===== src/rtl/mac_pkg.sv =====
// mac_pkg: shared types, default sizing and helpers for the pipelined MAC.
//   DEF_*            default sizing of mac_pipe
//   K, PROD_W, TREE_W derived widths for the default sizing
//   clog2()          ceiling log2, usable in constant expressions
//   round_shift_sat() requantisation: round half up, arithmetic shift, saturate
package mac_pkg;

  localparam int unsigned DEF_DATA_SIZE     = 8;
  localparam int unsigned DEF_KERNEL_WIDTH  = 3;
  localparam int unsigned DEF_KERNEL_LENGTH = 3;
  localparam int unsigned DEF_ACC_SIZE      = 32;
  localparam int unsigned DEF_SHIFT_W       = 5;

  // Ceiling log2; clog2(1) = 0.
  function automatic int unsigned clog2(input int unsigned v);
    int unsigned r;
    int unsigned x;
    r = 0;
    x = 1;
    while (x < v) begin
      x = x << 1;
      r = r + 1;
    end
    return r;
  endfunction

  localparam int unsigned K      = DEF_KERNEL_WIDTH * DEF_KERNEL_LENGTH;
  localparam int unsigned PROD_W = 2 * DEF_DATA_SIZE;
  localparam int unsigned TREE_W = PROD_W + clog2(K);

  // Requantise an acc_w-bit signed total (sign-extended into 64 bits) down to
  // data_w bits. The 64-bit working width leaves headroom for the rounding
  // add, so acc_w must stay at or below 62.
  function automatic longint round_shift_sat(input longint      total,
                                             input int unsigned acc_w,
                                             input int unsigned shift,
                                             input int unsigned data_w);
    int unsigned s;
    longint      v;
    longint      hi;
    longint      lo;
    s = (shift > acc_w - 1) ? acc_w - 1 : shift;
    v = total;
    if (s > 0) begin
      v = v + (64'sd1 <<< (s - 1));
    end
    v  = v >>> s;
    hi = (64'sd1 <<< (data_w - 1)) - 64'sd1;
    lo = -(64'sd1 <<< (data_w - 1));
    if (v > hi) begin
      v = hi;
    end else if (v < lo) begin
      v = lo;
    end
    return v;
  endfunction

endpackage


===== src/rtl/mac_adder_tree.sv =====
// mac_adder_tree: combinational balanced signed reduction of N IN_W-bit terms.
//   terms  in   N*IN_W   packed signed terms, term i at [i*IN_W +: IN_W]
//   sum_c  out  OUT_W    signed sum (combinational)
// Leaves are padded with zeros up to the next power of two; node i sums
// nodes 2i+1 and 2i+2, so node 0 is the root.
module mac_adder_tree
  import mac_pkg::*;
#(
  parameter int unsigned N     = K,
  parameter int unsigned IN_W  = PROD_W,
  parameter int unsigned OUT_W = TREE_W
) (
  input  logic [N*IN_W-1:0]       terms,
  output logic signed [OUT_W-1:0] sum_c
);

  localparam int unsigned LVL   = clog2(N);
  localparam int unsigned LEAVES = 32'd1 << LVL;
  localparam int unsigned NODES  = 2 * LEAVES - 1;

  logic signed [OUT_W-1:0] node [NODES];

  // Leaf load then bottom-up pairwise reduction.
  always_comb begin
    for (int i = 0; i < int'(NODES); i++) begin
      node[i] = '0;
    end
    for (int i = 0; i < int'(N); i++) begin
      node[int'(LEAVES) - 1 + i] = OUT_W'($signed(terms[i*IN_W +: IN_W]));
    end
    for (int i = int'(LEAVES) - 2; i >= 0; i--) begin
      node[i] = node[2*i + 1] + node[2*i + 2];
    end
  end

  assign sum_c = node[0];

endmodule


===== src/rtl/mac_pipe.sv =====
// mac_pipe: pipelined multiply-accumulate with bias, channel accumulation
// and requantisation to DATA_SIZE bits.
//   clk, rst             clock, asynchronous active-high reset
//   in_valid/in_ready    input beat handshake (in_ready is combinational
//                        from out_ready)
//   in_first/in_last     burst delimiters; first loads bias, last emits
//   kernel_in, map_in    K packed signed elements each
//   bias                 signed bias, used on first beats
//   shift                requantisation shift, used on last beats
//   out_valid/out_ready  result handshake
//   mac_out              signed requantised result
// Build option: define MAC_RELU_EN to clamp negative results to zero.
module mac_pipe
  import mac_pkg::*;
#(
  parameter int unsigned DATA_SIZE     = DEF_DATA_SIZE,
  parameter int unsigned KERNEL_WIDTH  = DEF_KERNEL_WIDTH,
  parameter int unsigned KERNEL_LENGTH = DEF_KERNEL_LENGTH,
  parameter int unsigned ACC_SIZE      = DEF_ACC_SIZE,
  parameter int unsigned SHIFT_W       = DEF_SHIFT_W
) (
  input  logic                                           clk,
  input  logic                                           rst,
  input  logic                                           in_valid,
  output logic                                           in_ready,
  input  logic                                           in_first,
  input  logic                                           in_last,
  input  logic [DATA_SIZE*KERNEL_WIDTH*KERNEL_LENGTH-1:0] kernel_in,
  input  logic [DATA_SIZE*KERNEL_WIDTH*KERNEL_LENGTH-1:0] map_in,
  input  logic signed [ACC_SIZE-1:0]                     bias,
  input  logic [SHIFT_W-1:0]                             shift,
  output logic                                           out_valid,
  input  logic                                           out_ready,
  output logic signed [DATA_SIZE-1:0]                    mac_out
);

  localparam int unsigned KN = KERNEL_WIDTH * KERNEL_LENGTH;
  localparam int unsigned PW = 2 * DATA_SIZE;
  localparam int unsigned TW = PW + clog2(KN);

  logic en_c;

  logic [KN*PW-1:0]        prod_c;
  logic signed [TW-1:0]    tree_sum_c;
  logic signed [ACC_SIZE-1:0] base_c;
  logic signed [ACC_SIZE-1:0] total_c;
  logic signed [DATA_SIZE-1:0] rq_c;

  // Stage 1: products and sideband.
  logic                       s1_valid;
  logic                       s1_first;
  logic                       s1_last;
  logic signed [ACC_SIZE-1:0] s1_bias;
  logic [SHIFT_W-1:0]         s1_shift;
  logic [KN*PW-1:0]           s1_prod;

  // Stage 2: reduced sum and sideband.
  logic                       s2_valid;
  logic                       s2_first;
  logic                       s2_last;
  logic signed [ACC_SIZE-1:0] s2_bias;
  logic [SHIFT_W-1:0]         s2_shift;
  logic signed [ACC_SIZE-1:0] s2_sum;

  logic signed [ACC_SIZE-1:0] acc;

  // Whole pipe advances together; only a held, unaccepted result stalls it.
  assign en_c     = !out_valid || out_ready;
  assign in_ready = en_c;

  // Elementwise signed products at full 2*DATA_SIZE width.
  always_comb begin
    prod_c = '0;
    for (int i = 0; i < int'(KN); i++) begin
      prod_c[i*PW +: PW] = PW'($signed(kernel_in[i*DATA_SIZE +: DATA_SIZE]))
                         * PW'($signed(map_in[i*DATA_SIZE +: DATA_SIZE]));
    end
  end

  mac_adder_tree #(
    .N     (KN),
    .IN_W  (PW),
    .OUT_W (TW)
  ) u_tree (
    .terms (s1_prod),
    .sum_c (tree_sum_c)
  );

  // Accumulate (wrapping) and requantise the running total.
  always_comb begin
    base_c  = s2_first ? s2_bias : acc;
    total_c = base_c + s2_sum;
    rq_c    = DATA_SIZE'(round_shift_sat(64'(total_c), ACC_SIZE,
                                         32'(s2_shift), DATA_SIZE));
`ifdef MAC_RELU_EN
    if (rq_c[DATA_SIZE-1]) begin
      rq_c = '0;
    end
`endif
  end

  // Pipeline registers; everything holds while en_c is low.
  always_ff @(posedge clk or posedge rst) begin
    if (rst) begin
      s1_valid  <= 1'b0;
      s1_first  <= 1'b0;
      s1_last   <= 1'b0;
      s1_bias   <= '0;
      s1_shift  <= '0;
      s1_prod   <= '0;
      s2_valid  <= 1'b0;
      s2_first  <= 1'b0;
      s2_last   <= 1'b0;
      s2_bias   <= '0;
      s2_shift  <= '0;
      s2_sum    <= '0;
      acc       <= '0;
      out_valid <= 1'b0;
      mac_out   <= '0;
    end else if (en_c) begin
      s1_valid <= in_valid;
      s1_first <= in_first;
      s1_last  <= in_last;
      s1_bias  <= bias;
      s1_shift <= shift;
      s1_prod  <= prod_c;

      s2_valid <= s1_valid;
      s2_first <= s1_first;
      s2_last  <= s1_last;
      s2_bias  <= s1_bias;
      s2_shift <= s1_shift;
      s2_sum   <= ACC_SIZE'(tree_sum_c);

      if (s2_valid) begin
        acc <= total_c;
      end
      // With en_c high any held result is being accepted this cycle.
      if (s2_valid && s2_last) begin
        out_valid <= 1'b1;
        mac_out   <= rq_c;
      end else begin
        out_valid <= 1'b0;
      end
    end
  end

endmodule


===== config.mk =====
export PLATFORM = sky130hd
export DESIGN_NAME = mac_pipe
export DESIGN_NICKNAME = d
export VERILOG_FILES = /design/src/rtl/mac_pkg.sv /design/src/rtl/mac_adder_tree.sv /design/src/rtl/mac_pipe.sv
export SDC_FILE = /design/constraint.sdc
export NUM_CORES = 2
export LEC_CHECK = 0
export CORE_ASPECT_RATIO = 1.25
export CORE_MARGIN = 4
export CORE_UTILIZATION = 46
export CTS_CLUSTER_SIZE = 40
export DETAILED_ROUTE_END_ITERATION = 10
export PLACE_DENSITY = 0.74
export SETUP_SLACK_MARGIN = 0.15
export SYNTH_ARGS = -nofsm -noshare
export SYNTH_HDL_FRONTEND = slang
export SYNTH_SLANG_ARGS = --single-unit

===== constraint.sdc =====
create_clock -name clk -period 17.9 [get_ports clk]
set_input_delay 3.58 -clock clk [delete_from_list [all_inputs] [get_ports clk]]
set_output_delay 3.58 -clock clk [all_outputs]
set_load 0.005 [all_outputs]

Word level (Yosys, flattened, before mapping)
Index checks and enable logic that the tools add are counted. W data, S select, Z words.

Add/subtract/negate cells: 11. $mul: 9. Magnitude comparators: 3. Shifts and indexed selects: 2. Mux-type cells: 5. Reductions and logical operators: 5.

Operator list (number): $mul A8 B8 Y16 (9); $add A16 B16 Y17 (4); $add A32 B64 Y64 (1); $gt A64 B8 Y1 const B (1); $lt A64 B8 Y1 const B (1); $mux W64 (1); $sshl A2 B32 Y64 const A (1); $sshr A64 B5 Y64 (1); $add A20 B20 Y20 (3); $add A32 B20 Y32 (1); $mux W32 (1); $add A20 B16 Y20 (1); $mux W8 (2); $sub A5 B1 Y6 const B (1); $gt A5 B1 Y1 const B (1); $reduce_and A2 Y1 (2); $logic_and A1 B1 Y1 (1); $logic_not A1 Y1 (1); $logic_or A1 B1 Y1 (1); $mux W1 (1).

Flip-flop bits (word level): 285. Input port bits: 187. Output and inout bits: 10. Logic and storage cells: 50.

Logic depth before layout (Yosys ltp)
Depth after elaboration: 8. Mapped depth: 33. Depth with buffers taken out: 28.

Modules after synthesis
From an unflattened synthesis, not the netlist that was laid out.

Cell total of the unflattened synthesis: 5121. Area, all modules: 44266.2 µm².

By module, submodules not included: mac_pipe (instances 1, cells an instance 4723, area an instance 40452.5 µm², seq. area each 7131.8 µm²); mac_adder_tree (instances 1, cells an instance 398, area an instance 3813.7 µm², seq. area each 0.0 µm²).

Worst setup path after synthesis
Ideal clock, no wire load.

Path type: input-to-output. Start: in out_ready. End: out in_ready. Arrival time: 4.513 ns. Data required time: 14.320 ns. Setup slack: 9.807 ns. Stages: 5. Path buffers: 3. Path through: nor2b_1 -> clkbuf_1 -> clkinv_1 -> clkbuf_1 -> clkbuf_1.

Word-level cells in the longest chain between the ends: 1.

Ends and longest elaborated chain: from (decl) (RTL line mac_pipe.sv:33) `input logic out_ready,`; $logic_or A1 B1 Y1 (RTL line mac_pipe.sv:68) `assign en_c = !out_valid || out_ready;`; to (decl) (RTL line mac_pipe.sv:25) `output logic in_ready,`.

Every way passes these cells.

Worst setup path in the final report
Ends and elaborated chain as after synthesis.

==> impl_metrics.toml <==
[finish]
syn_to_final_growth_pct = 9.44
final_nets = 6536
final_cell_count_no_fill = 6711
post_route_cells_drive_above_1_share = 0.0460
final_util = 0.509
diodes = 0
n_fill_cell = 9228

[placement]
port-buffer-count = 196
dp_cells = 6647
hpwl_mm = 103
gp_congestion = 0.963

[cts]
cts_tree = "built"
cts_made_buffers = 35
h-tree-depth = 2
clock_path_buffers = 3
clk_root_buffer_cell = "clkbuf_16"
cts_sinks = 285
holdBufCountCts = 0
cts_resized = 0
post_cts_buffers = 0
clock_latency_ns = 0.58
path_clk_slew_ns = 0.06

[synth]
netlist_area_sq_um = 45400
synth_adder_area_share = 0.357
ys_ff_latch = 285
synthSimpleGateAreaFrac = 0.190
ys_types = 116
netlist.area_leader.share = 0.244
synth_compound_area_frac = 0.145
synth_mux_area_frac = 0.0263
synth_fp_nets = 6450
ys_warn_count = 0
postSynth.asyncResetShare = 1.00
synth.yosys.seq_area_share = 0.157
synth_area_leaders = "fa_1 24%, dfrtp_1 16%, ha_1 11%, nand2_1 6.3%, inv_1 6.1%"
syn_inst = 5298
yosysTopAreaCell = "fa_1"
yosys-top-cells-count = "765 x nand2_1, 737 x inv_1, 554 x fa_1, 411 x ha_1, 359 x and2_1"
synth_edf_count = 0
synth_top_family_by_area = "adder cells"
syn_avg_cell_area_sq_um = 8.57
synth_most_common_cell = "nand2_1"
synthXorXnorAreaFrac = 0.0447
dominantRegCellSynth = "dfrtp_1"

[routing]
vias = 37400
vias_per_cell = 5.57
drt_iter0_markers = 2511
antenna_left = 0
firstDrtPassIters = 6
drc_errors = 0
routedWlPerCell_um = 18.9
wl_mm = 127

[critical_path]
rr_startpoint = "s2_first"
startpoint_type = "input port"
regToRegSetupSlack_ns = 9.09
endpoint_kind = "output pin"
arrival_ns = 5.70
crit_path_max_fanout = 112
reg2reg_to = "mac_out[1]"
worstPathRequired_ns = 14.32
r2r_cells = 27
critPathKind = "input port to output pin"

[sta]
setup_viol = 0
fin_tns_setup_ns = 0
fin_crit_sh = 0.519
finalHoldViolCount = 0
worst_pin_slew_ns = 1.18
relSlewSlack = 0.190
fmax_ghz = 0.108
rsz0062_at_grt = "no"
min_period_ns = 9.28
slew_viol_final = 0
skew_ns = 0.0500

[floorplan]
pin_count = 197
initial_utilization = 0.465
core_sq_um = 97700
row_count = 128
die_height_um = 359
die_w_um = 289
dieArea_sq_um = 104000

[global_route]
grt_pass1_vias = 38800
overflow = 0
grt_pass1_wl_mm = 206
antenna_found_initial = 0
track_usage = 0.246
grt_max_degree = 193

[worst_hold_path]
worst_hold_path.endpoint = "s2_valid"
hold_depth = 2
hp-class = "flop to flop"
min-delay-start = "s1_valid"

[outcome]
status = "complete, no violations"

[flow_run]
drv_cap = 0
metal layers:
layer | vias up | global-route usage | share of wire
met5 | - | 0 | 0
met4 | 0 | 0.132 | 0.064
met3 | 301 | 0.0208 | 0.039
met2 | 988 | 0.437 | 0.51
met1 | 18400 | 0.294 | 0.39
li1 | 17700 | - | -
critical path: stages:
cell             delay (ns)
clkdlybuf4s50_1        0.45
nor2b_4                0.62
inv_8                  0.36
clkdlybuf4s50_1        0.58
layout make-up:
class | count | area (sq um) | area share
repair buffers | 225 | 2190 | 0.0441
inverters | 740 | 2800 | 0.0563
clock buffers | 44 | 980 | 0.0197
clock inverters | 20 | 250 | 0.00504
well taps | 1300 | 1630 | 0.0327
flip-flops and latches | 285 | 7130 | 0.144
multi-input cells | 4097 | 34700 | 0.699
cell families (layout without fill, tap and decap cells):
logic type | Yosys count | after routing
simple gates | 1809 | 1809
compound gates | 987 | 987
fa+ha+maj | 965 | 965
buf+inv | 916 | 1029
flops | 285 | 285
xor+xnor | 231 | 231
mux | 103 | 103
other cells | 2 | 2
how the worst max path moves through the flow:
stage / from / to / depth (start not counted)
final: out_ready / in_ready / 4
after global routing: out_ready / in_ready / 4
after CTS: out_ready / in_ready / 4
after detailed placement: out_ready / in_ready / 4
after global placement: out_ready / in_ready / 4
after floorplan: rst / acc[0] / 1
state kept, by name, indices dropped and copies added (netlist names):
name,flops
s2_valid,1
s1_prod,144
s2_last,1
s2_shift,5
s1_shift,5
out_valid,1
s1_last,1
s2_sum,20
s1_first,1
s2_bias,32
s1_valid,1
acc,32
s2_first,1
s1_bias,32
mac_out,8
layout by cell type (no fill, tap or decap), types with 37 or more instances in the layout:
cell             instances
dfrtp_1                284
xnor2_1                173
nand3_1                 72
o21bai_1                41
a211oi_1                37
xor2_1                  57
and2_1                 359
nand2_1                765
mux2_2                  61
inv_1                  736
nor3_1                  54
clkdlybuf4s50_1        196
nand4_1                 42
ha_1                   411
o21ai_0                183
o31ai_1                 39
nor2_1                 287
a21oi_1                297
o211ai_1                37
nand2b_1               100
a21o_1                  48
fa_1                   554
per-stage QoR:
| step | hold slack (ns) | cell area, sq um | worst slack, ns |
|---|---|---|---|
| after detailed placement | 0.454 | 48500 | 8.67 |
| final | 0.462 | 49700 | 8.62 |
| after CTS | 0.466 | 49700 | 8.66 |
| after global placement | 0.444 | 48500 | 8.71 |
| after global routing | 0.481 | 49700 | 8.55 |
| after floorplan | 0.430 | 45400 | 6.46 |
Power is left out: the tool's default activity adds up to more than one toggle a clock period on the data nets, which glitch-free logic cannot reach.
